**src/rtl/dpi_stream_sequencer.sv**
```systemverilog
`timescale 1ns/1ps
// dpi_stream_sequencer
//
// Sequences the ingress byte stream into the per-stream regex matcher bank.
// Each packet runs: context restore (load_state), LOAD_GAP spacing, one
// character per cycle, EOP_GAP drain, then a one-cycle eop commit pulse.
// Owns the 64-entry stream-seen table and the 64-entry per-stream enable table.
//
// Parameters
//   LOAD_GAP  cycles from load_state to the first char_in_vld (2..7)
//   EOP_GAP   cycles from the last char_in_vld to eop (1..7)
//
// Ports
//   clk, rst_n                     clock, synchronous active-low reset
//   in_vld/in_rdy/in_data          ingress byte handshake
//   in_sop/in_eop/in_stream_id     packet framing; stream ID taken on SOP
//   cfg_wr/cfg_stream_id/cfg_enable  enable-table write port
//   cfg_clear_seen                 clear the whole stream-seen table
//   load_state/new_stream_id       context-restore pulse, first-use flag
//   stream_id/enable               current stream and its latched enable
//   char_in/char_in_vld            character stream to the matchers
//   eop                            end-of-packet commit pulse
//   err_orphan/err_trunc           dropped non-SOP beat / SOP mid-packet
//   pkt_count/byte_count           statistics counters
//
// Build option
//   DPI_SEQ_STATS_EN  when defined, pkt_count and byte_count are live
//                     wrapping 32-bit counters; otherwise tied to 0.
module dpi_stream_sequencer #(
    parameter int LOAD_GAP = 2,
    parameter int EOP_GAP  = 2
) (
    input  logic        clk,
    input  logic        rst_n,
    input  logic        in_vld,
    output logic        in_rdy,
    input  logic [7:0]  in_data,
    input  logic        in_sop,
    input  logic        in_eop,
    input  logic [5:0]  in_stream_id,
    input  logic        cfg_wr,
    input  logic [5:0]  cfg_stream_id,
    input  logic        cfg_enable,
    input  logic        cfg_clear_seen,
    output logic        load_state,
    output logic        new_stream_id,
    output logic [5:0]  stream_id,
    output logic        enable,
    output logic [7:0]  char_in,
    output logic        char_in_vld,
    output logic        eop,
    output logic        err_orphan,
    output logic        err_trunc,
    output logic [31:0] pkt_count,
    output logic [31:0] byte_count
);

    typedef enum logic [2:0] {
        S_IDLE, S_LOAD, S_GAP, S_STREAM, S_DRAIN, S_EOP
    } state_t;

    // GAP lasts LOAD_GAP-1 cycles; the counter starts at 0 on GAP entry.
    localparam logic [2:0] GAP_LAST   = 3'(LOAD_GAP - 2);
    // DRAIN leaves once EOP_GAP-1 cycles have passed since the last character.
    localparam logic [2:0] DRAIN_LAST = 3'(EOP_GAP - 1);

    state_t      state_q, state_d;
    logic [2:0]  cnt_q, cnt_d;
    logic [7:0]  hold_data_q, hold_data_d;
    logic        last_q, last_d;
    logic [5:0]  stream_id_q, stream_id_d;
    logic        enable_q, enable_d;
    logic [7:0]  char_q, char_d;
    logic        char_vld_q, char_vld_d;
    logic        err_orphan_q, err_orphan_d;
    logic        err_trunc_q, err_trunc_d;
    logic [63:0] seen_q, seen_d;
    logic [63:0] en_tbl_q, en_tbl_d;

    always_comb begin
        state_d      = state_q;
        hold_data_d  = hold_data_q;
        last_d       = last_q;
        stream_id_d  = stream_id_q;
        enable_d     = enable_q;
        char_d       = char_q;
        char_vld_d   = 1'b0;
        err_orphan_d = 1'b0;
        err_trunc_d  = 1'b0;
        in_rdy       = 1'b0;
        load_state   = 1'b0;
        eop          = 1'b0;

        case (state_q)
            S_IDLE: begin
                in_rdy = 1'b1;
                if (in_vld) begin
                    if (in_sop) begin
                        stream_id_d = in_stream_id;
                        hold_data_d = in_data;
                        last_d      = in_eop;
                        state_d     = S_LOAD;
                    end else begin
                        err_orphan_d = 1'b1;
                    end
                end
            end
            S_LOAD: begin
                load_state = 1'b1;
                enable_d   = en_tbl_q[stream_id_q];
                state_d    = S_GAP;
            end
            S_GAP: begin
                if (cnt_q == GAP_LAST) begin
                    char_vld_d = 1'b1;
                    char_d     = hold_data_q;
                    state_d    = last_q ? S_DRAIN : S_STREAM;
                end
            end
            S_STREAM: begin
                // A new SOP is refused here and picked up again from IDLE.
                in_rdy = !in_sop;
                if (in_vld) begin
                    if (in_sop) begin
                        err_trunc_d = 1'b1;
                        state_d     = S_DRAIN;
                    end else begin
                        char_vld_d = 1'b1;
                        char_d     = in_data;
                        if (in_eop) begin
                            state_d = S_DRAIN;
                        end
                    end
                end
            end
            S_DRAIN: begin
                if (cnt_q >= DRAIN_LAST) begin
                    state_d = S_EOP;
                end
            end
            S_EOP: begin
                eop     = 1'b1;
                state_d = S_IDLE;
            end
            default: begin
                state_d = S_IDLE;
            end
        endcase
    end

    // One counter serves both gaps: it restarts on LOAD, then counts cycles
    // since the most recent character (saturating, enough for EOP_GAP <= 7).
    always_comb begin
        cnt_d = cnt_q;
        if (state_q == S_LOAD || char_vld_d) begin
            cnt_d = 3'd0;
        end else if (cnt_q != 3'd7) begin
            cnt_d = cnt_q + 3'd1;
        end
    end

    // Per-entry table updates. The seen bit set by eop takes priority over a
    // simultaneous clear so the stream that just committed stays known.
    genvar gi;
    generate
        for (gi = 0; gi < 64; gi = gi + 1) begin : g_tbl
            assign en_tbl_d[gi] = (cfg_wr && (cfg_stream_id == 6'(gi))) ?
                                  cfg_enable : en_tbl_q[gi];
            assign seen_d[gi]   = (eop && (stream_id_q == 6'(gi))) ? 1'b1 :
                                  (cfg_clear_seen ? 1'b0 : seen_q[gi]);
        end
    endgenerate

    always_ff @(posedge clk) begin
        if (!rst_n) begin
            state_q      <= S_IDLE;
            cnt_q        <= 3'd0;
            hold_data_q  <= 8'd0;
            last_q       <= 1'b0;
            stream_id_q  <= 6'd0;
            enable_q     <= 1'b0;
            char_q       <= 8'd0;
            char_vld_q   <= 1'b0;
            err_orphan_q <= 1'b0;
            err_trunc_q  <= 1'b0;
            seen_q       <= 64'd0;
            en_tbl_q     <= 64'd0;
        end else begin
            state_q      <= state_d;
            cnt_q        <= cnt_d;
            hold_data_q  <= hold_data_d;
            last_q       <= last_d;
            stream_id_q  <= stream_id_d;
            enable_q     <= enable_d;
            char_q       <= char_d;
            char_vld_q   <= char_vld_d;
            err_orphan_q <= err_orphan_d;
            err_trunc_q  <= err_trunc_d;
            seen_q       <= seen_d;
            en_tbl_q     <= en_tbl_d;
        end
    end

    assign new_stream_id = load_state & ~seen_q[stream_id_q];
    assign stream_id     = stream_id_q;
    // During LOAD the table is presented directly so enable is valid with
    // load_state; from then on the latched copy holds it for the packet.
    assign enable        = (state_q == S_LOAD) ? en_tbl_q[stream_id_q] : enable_q;
    assign char_in       = char_q;
    assign char_in_vld   = char_vld_q;
    assign err_orphan    = err_orphan_q;
    assign err_trunc     = err_trunc_q;

`ifdef DPI_SEQ_STATS_EN
    logic [31:0] pkt_count_q, pkt_count_d;
    logic [31:0] byte_count_q, byte_count_d;

    always_comb begin
        pkt_count_d  = (state_q == S_EOP) ? pkt_count_q + 32'd1 : pkt_count_q;
        byte_count_d = char_vld_q ? byte_count_q + 32'd1 : byte_count_q;
    end

    always_ff @(posedge clk) begin
        if (!rst_n) begin
            pkt_count_q  <= 32'd0;
            byte_count_q <= 32'd0;
        end else begin
            pkt_count_q  <= pkt_count_d;
            byte_count_q <= byte_count_d;
        end
    end

    assign pkt_count  = pkt_count_q;
    assign byte_count = byte_count_q;
`else
    assign pkt_count  = 32'd0;
    assign byte_count = 32'd0;
`endif

endmodule
```
**config.mk**
```make
export PLATFORM = sky130hd
export DESIGN_NAME = dpi_stream_sequencer
export DESIGN_NICKNAME = d
export VERILOG_FILES = /design/src/rtl/dpi_stream_sequencer.sv
export SDC_FILE = /design/constraint.sdc
export NUM_CORES = 1
export LEC_CHECK = 0
export CAP_MARGIN = 15
export CORE_ASPECT_RATIO = 1.2
export CORE_MARGIN = 1
export CORE_UTILIZATION = 30
export DETAILED_ROUTE_END_ITERATION = 6
export GPL_TIMING_DRIVEN = 0
export HOLD_SLACK_MARGIN = 0.06
export MAX_ROUTING_LAYER = met4
export PLACE_DENSITY_LB_ADDON = 0.3
export SYNTH_ARGS = -nofsm -noshare
export SYNTH_HDL_FRONTEND = slang
export SYNTH_SLANG_ARGS = --single-unit
```
**constraint.sdc**
```tcl
create_clock -name clk -period 3.9 [get_ports clk]
set_clock_uncertainty 0.2 [all_clocks]
set_input_delay 0.78 -clock clk [delete_from_list [all_inputs] [get_ports clk]]
set_output_delay 0.78 -clock clk [all_outputs]
set_load 0.01 [all_outputs]
```
==> run metrics <==
crit path max-delay cell type mux4_2; Worst-path clk slew 0.06 ns; cell count after synthesis 981; startpoint types flip-flop; sequential cell area 3220 sq um; Final Hold Vio Count 0; Final setup violation count 0; Distinct cells, synth 47; Placed Instances 1466; Final min period 3.67 ns; reg2reg path depth 8; port bufs 47; syn avg cell area 8.60 sq um; multi-input logic area 4400 sq um; Synth Cell Area 8440 sq um; die width 155 um; GRT Max-Usage Layer met2; Arr. time, crit path 2.69 ns; Max Slew Vio Count 0; outcome finished, final reports clean; Worst-Skew Late Latency 0.44 ns; CP endpoint kind primary output; RSZ-0062 raised after global routing no; Clock Sinks 161; MaxCap Viol Count 0; routing usage on met1 0.203; first-pass GRT wire length 36900 um; largest net degree at the start of global routing 17; WL/cell 15.8 um; vias in the first global route 6724; row cnt 66; Int Pwr 3230 uW; Synth Register Bits 161; chip height 186 um; commonest non-fill, non-tap cell in the layout dfxtp_1; power per cell area 442 nW/um^2; H-tree depth reported by CTS 4; GRT Total Usage 0.173; asr flop ratio synth 0; Nets 1144; Congestion Overflow GR 0; Hold Crit Class reg2reg; initial drt markers 469; setup tns final 0 ns; Crit. path cell count 8; Leak 0.00405 uW; fin cells 1499; Crit Path Class reg2out; core area 27400 sq um; synth-to-layout area growth 22.0%; critical path fanouts, max 10; Yosys warning total 0; measured slew at the worst slew-check pin 0.810 ns; switching share of power 0.290; I/O pin cnt 114; CTS tree built; Clk pwr share 0.402; commonest non-fill, non-tap cells in the layout dfxtp_1 (161), nand2_1 (136), buf_4 (68), o22ai_1 (68), inv_1 (67); GP Congestion 0.862; maximum clock rate 273 MHz; CP required 2.92 ns; Hold Buf Count CTS 0; maximum clock insertion buffer count 2; via count 7044; GRT met2 Usage 0.303; sequential-to-total area share from yosys stat 0.382; Reg power frac 0.390; Top Family by Delay on Critical Path buffers and inverters; number of nets with antenna violations after routing 0; first-pass detailed-route iteration total 5; switching pwr 1320 uW; initial antenna violation count 0; Post-synth EDFFs 0; Die Footprint 28800 sq um; Antenna Cells 0; hold path depth 2; Slew HR 0.456; Peak VDD IR 0.364 mV; Gate power share 0.207; Root Driver clkbuf_16; Synth Flop Type dfxtp_1; crit-path cells buf_8, buf_8, mux4_2, a22oi_1, nand2_1, a22oi_1, and4_1, dlygate4sd2_1; M3 GR Usage 0.0258; Final Cycle Share 0.941; CTS Buf Count 17; filler cell count 2892; Via density 4.70; Initial Util 0.308; CP max stage delay 0.53 ns; drt drc 0; Crit path buffers/inverters 3; fraction of layout cells with a size suffix above 1 0.140; Post-Route WL 23800 um; Final HPWL DP 17300 um
[final timing paths]
| path | start | endpoint | slack [ns] |
|---|---|---|---|
| max | stream_id[0]$_SDFFE_PN0P_ | new_stream_id | 0.23 |
| max reg2reg | stream_id[0]$_SDFFE_PN0P_ | seen_q[37]$_SDFFE_PN0P_ | 1.57 |
| min reg2reg | hold_data_q[2]$_SDFFE_PN0P_ | hold_data_q[2]$_SDFFE_PN0P_ | 0.26 |
| min | hold_data_q[2]$_SDFFE_PN0P_ | hold_data_q[2]$_SDFFE_PN0P_ | 0.26 |
[power by group through the flow]
stage	clock (uW)	sequential [uW]	combinational [uW]
floorplan	0	1820	555
global placement	0	1810	921
detailed placement	0	1810	926
CTS	1850	1780	941
global route	1930	1790	1030
finish	1830	1780	944
[worst min-delay path: cells and delay by family (launching register included)]
family | cells | cell delay, ns
flops | 1 | 0.31
compound gates | 1 | 0.06
simple gates | 1 | 0.04
[routing by layer]
layer | vias to the layer above | routed length, um
met3 | 38 | 1210
met2 | 243 | 11800
li1 | 3448 | -
met5 | - | 0
met4 | 0 | 445
met1 | 3315 | 10300
[kinds of logic (layout without fill, tap and decap cells)]
family	after synthesis	in the layout	share of synthesized area
AND/OR/NAND/NOR	363	363	0.215
multiplexers	85	85	0.141
flip-flops	161	161	0.382
other	1	64	0.000444
adder cells (fa/ha/maj)	4	4	0.00593
AO/OA/AOI/OAI	161	161	0.128
XOR/XNOR	1	1	0.00104
buffers and inverters	205	286	0.127
[cell usage after synthesis, drive strengths merged (5+ instances only)]
cell | n | area [sq um]
o22ai | 68 | 425
mux2i | 48 | 480
nand2b | 7 | 43.8
inv | 67 | 251
nor4 | 6 | 37.5
and2 | 66 | 413
buf | 85 | 618
nand3 | 32 | 160
mux4 | 25 | 574
or2 | 5 | 31.3
nor3 | 8 | 40.0
a21boi | 39 | 293
nor2 | 36 | 135
o211a | 8 | 80.1
nor2b | 51 | 319
dfxtp | 161 | 3220
o21ai | 22 | 110
clkbuf | 53 | 200
nand2 | 136 | 510
mux2 | 12 | 135
a21oi | 5 | 25.0
a22oi | 7 | 52.6
[sequential cells by signal, summed over array words and instances, names as in the netlist, 3 cells and up]
| signal | cells |
|---|---|
| cnt_q | 3 |
| stream_id | 6 |
| hold_data_q | 8 |
| en_tbl_q | 64 |
| char_in | 8 |
| seen_q | 64 |
| state_q | 3 |
[through the flow]
step                 util  hold slack, ns  setup WS, ns  cell area [sq um]  total power (uW)
global placement    0.351           0.251         0.190               9610              2730
CTS                 0.375           0.268       -0.0203              10300              4570
detailed placement  0.351           0.259         0.235               9620              2740
floorplan               -           0.239          1.11               8680              2370
finish              0.376           0.264         0.231              10300              4550
global route        0.376           0.288        0.0728              10300              4750
[timing repair]
| action | 4_1_cts | 5_1_grt |
|---|---|---|
| buffers inserted | 1 | 0 |
| resized for setup | 9 | 2 |
| gates cloned | 0 | 0 |
| hold endpoints to repair | 0 | 0 |
| endpoints found under the setup margin | 2 | 1 |
| pin swaps | 1 | 2 |
[layout make-up]
type | instances | share of cell area
Inverter | 67 | 0.0244
Clock inverter | 11 | 0.0173
Sequential cell | 161 | 0.313
Tap cell | 374 | 0.0454
Clock buffer | 21 | 0.0447
Multi-Input combinational cell | 678 | 0.427
Buffer | 138 | 0.0814
Timing Repair Buffer | 49 | 0.0470
No activity file was read; power rests on OpenSTA's default activity.
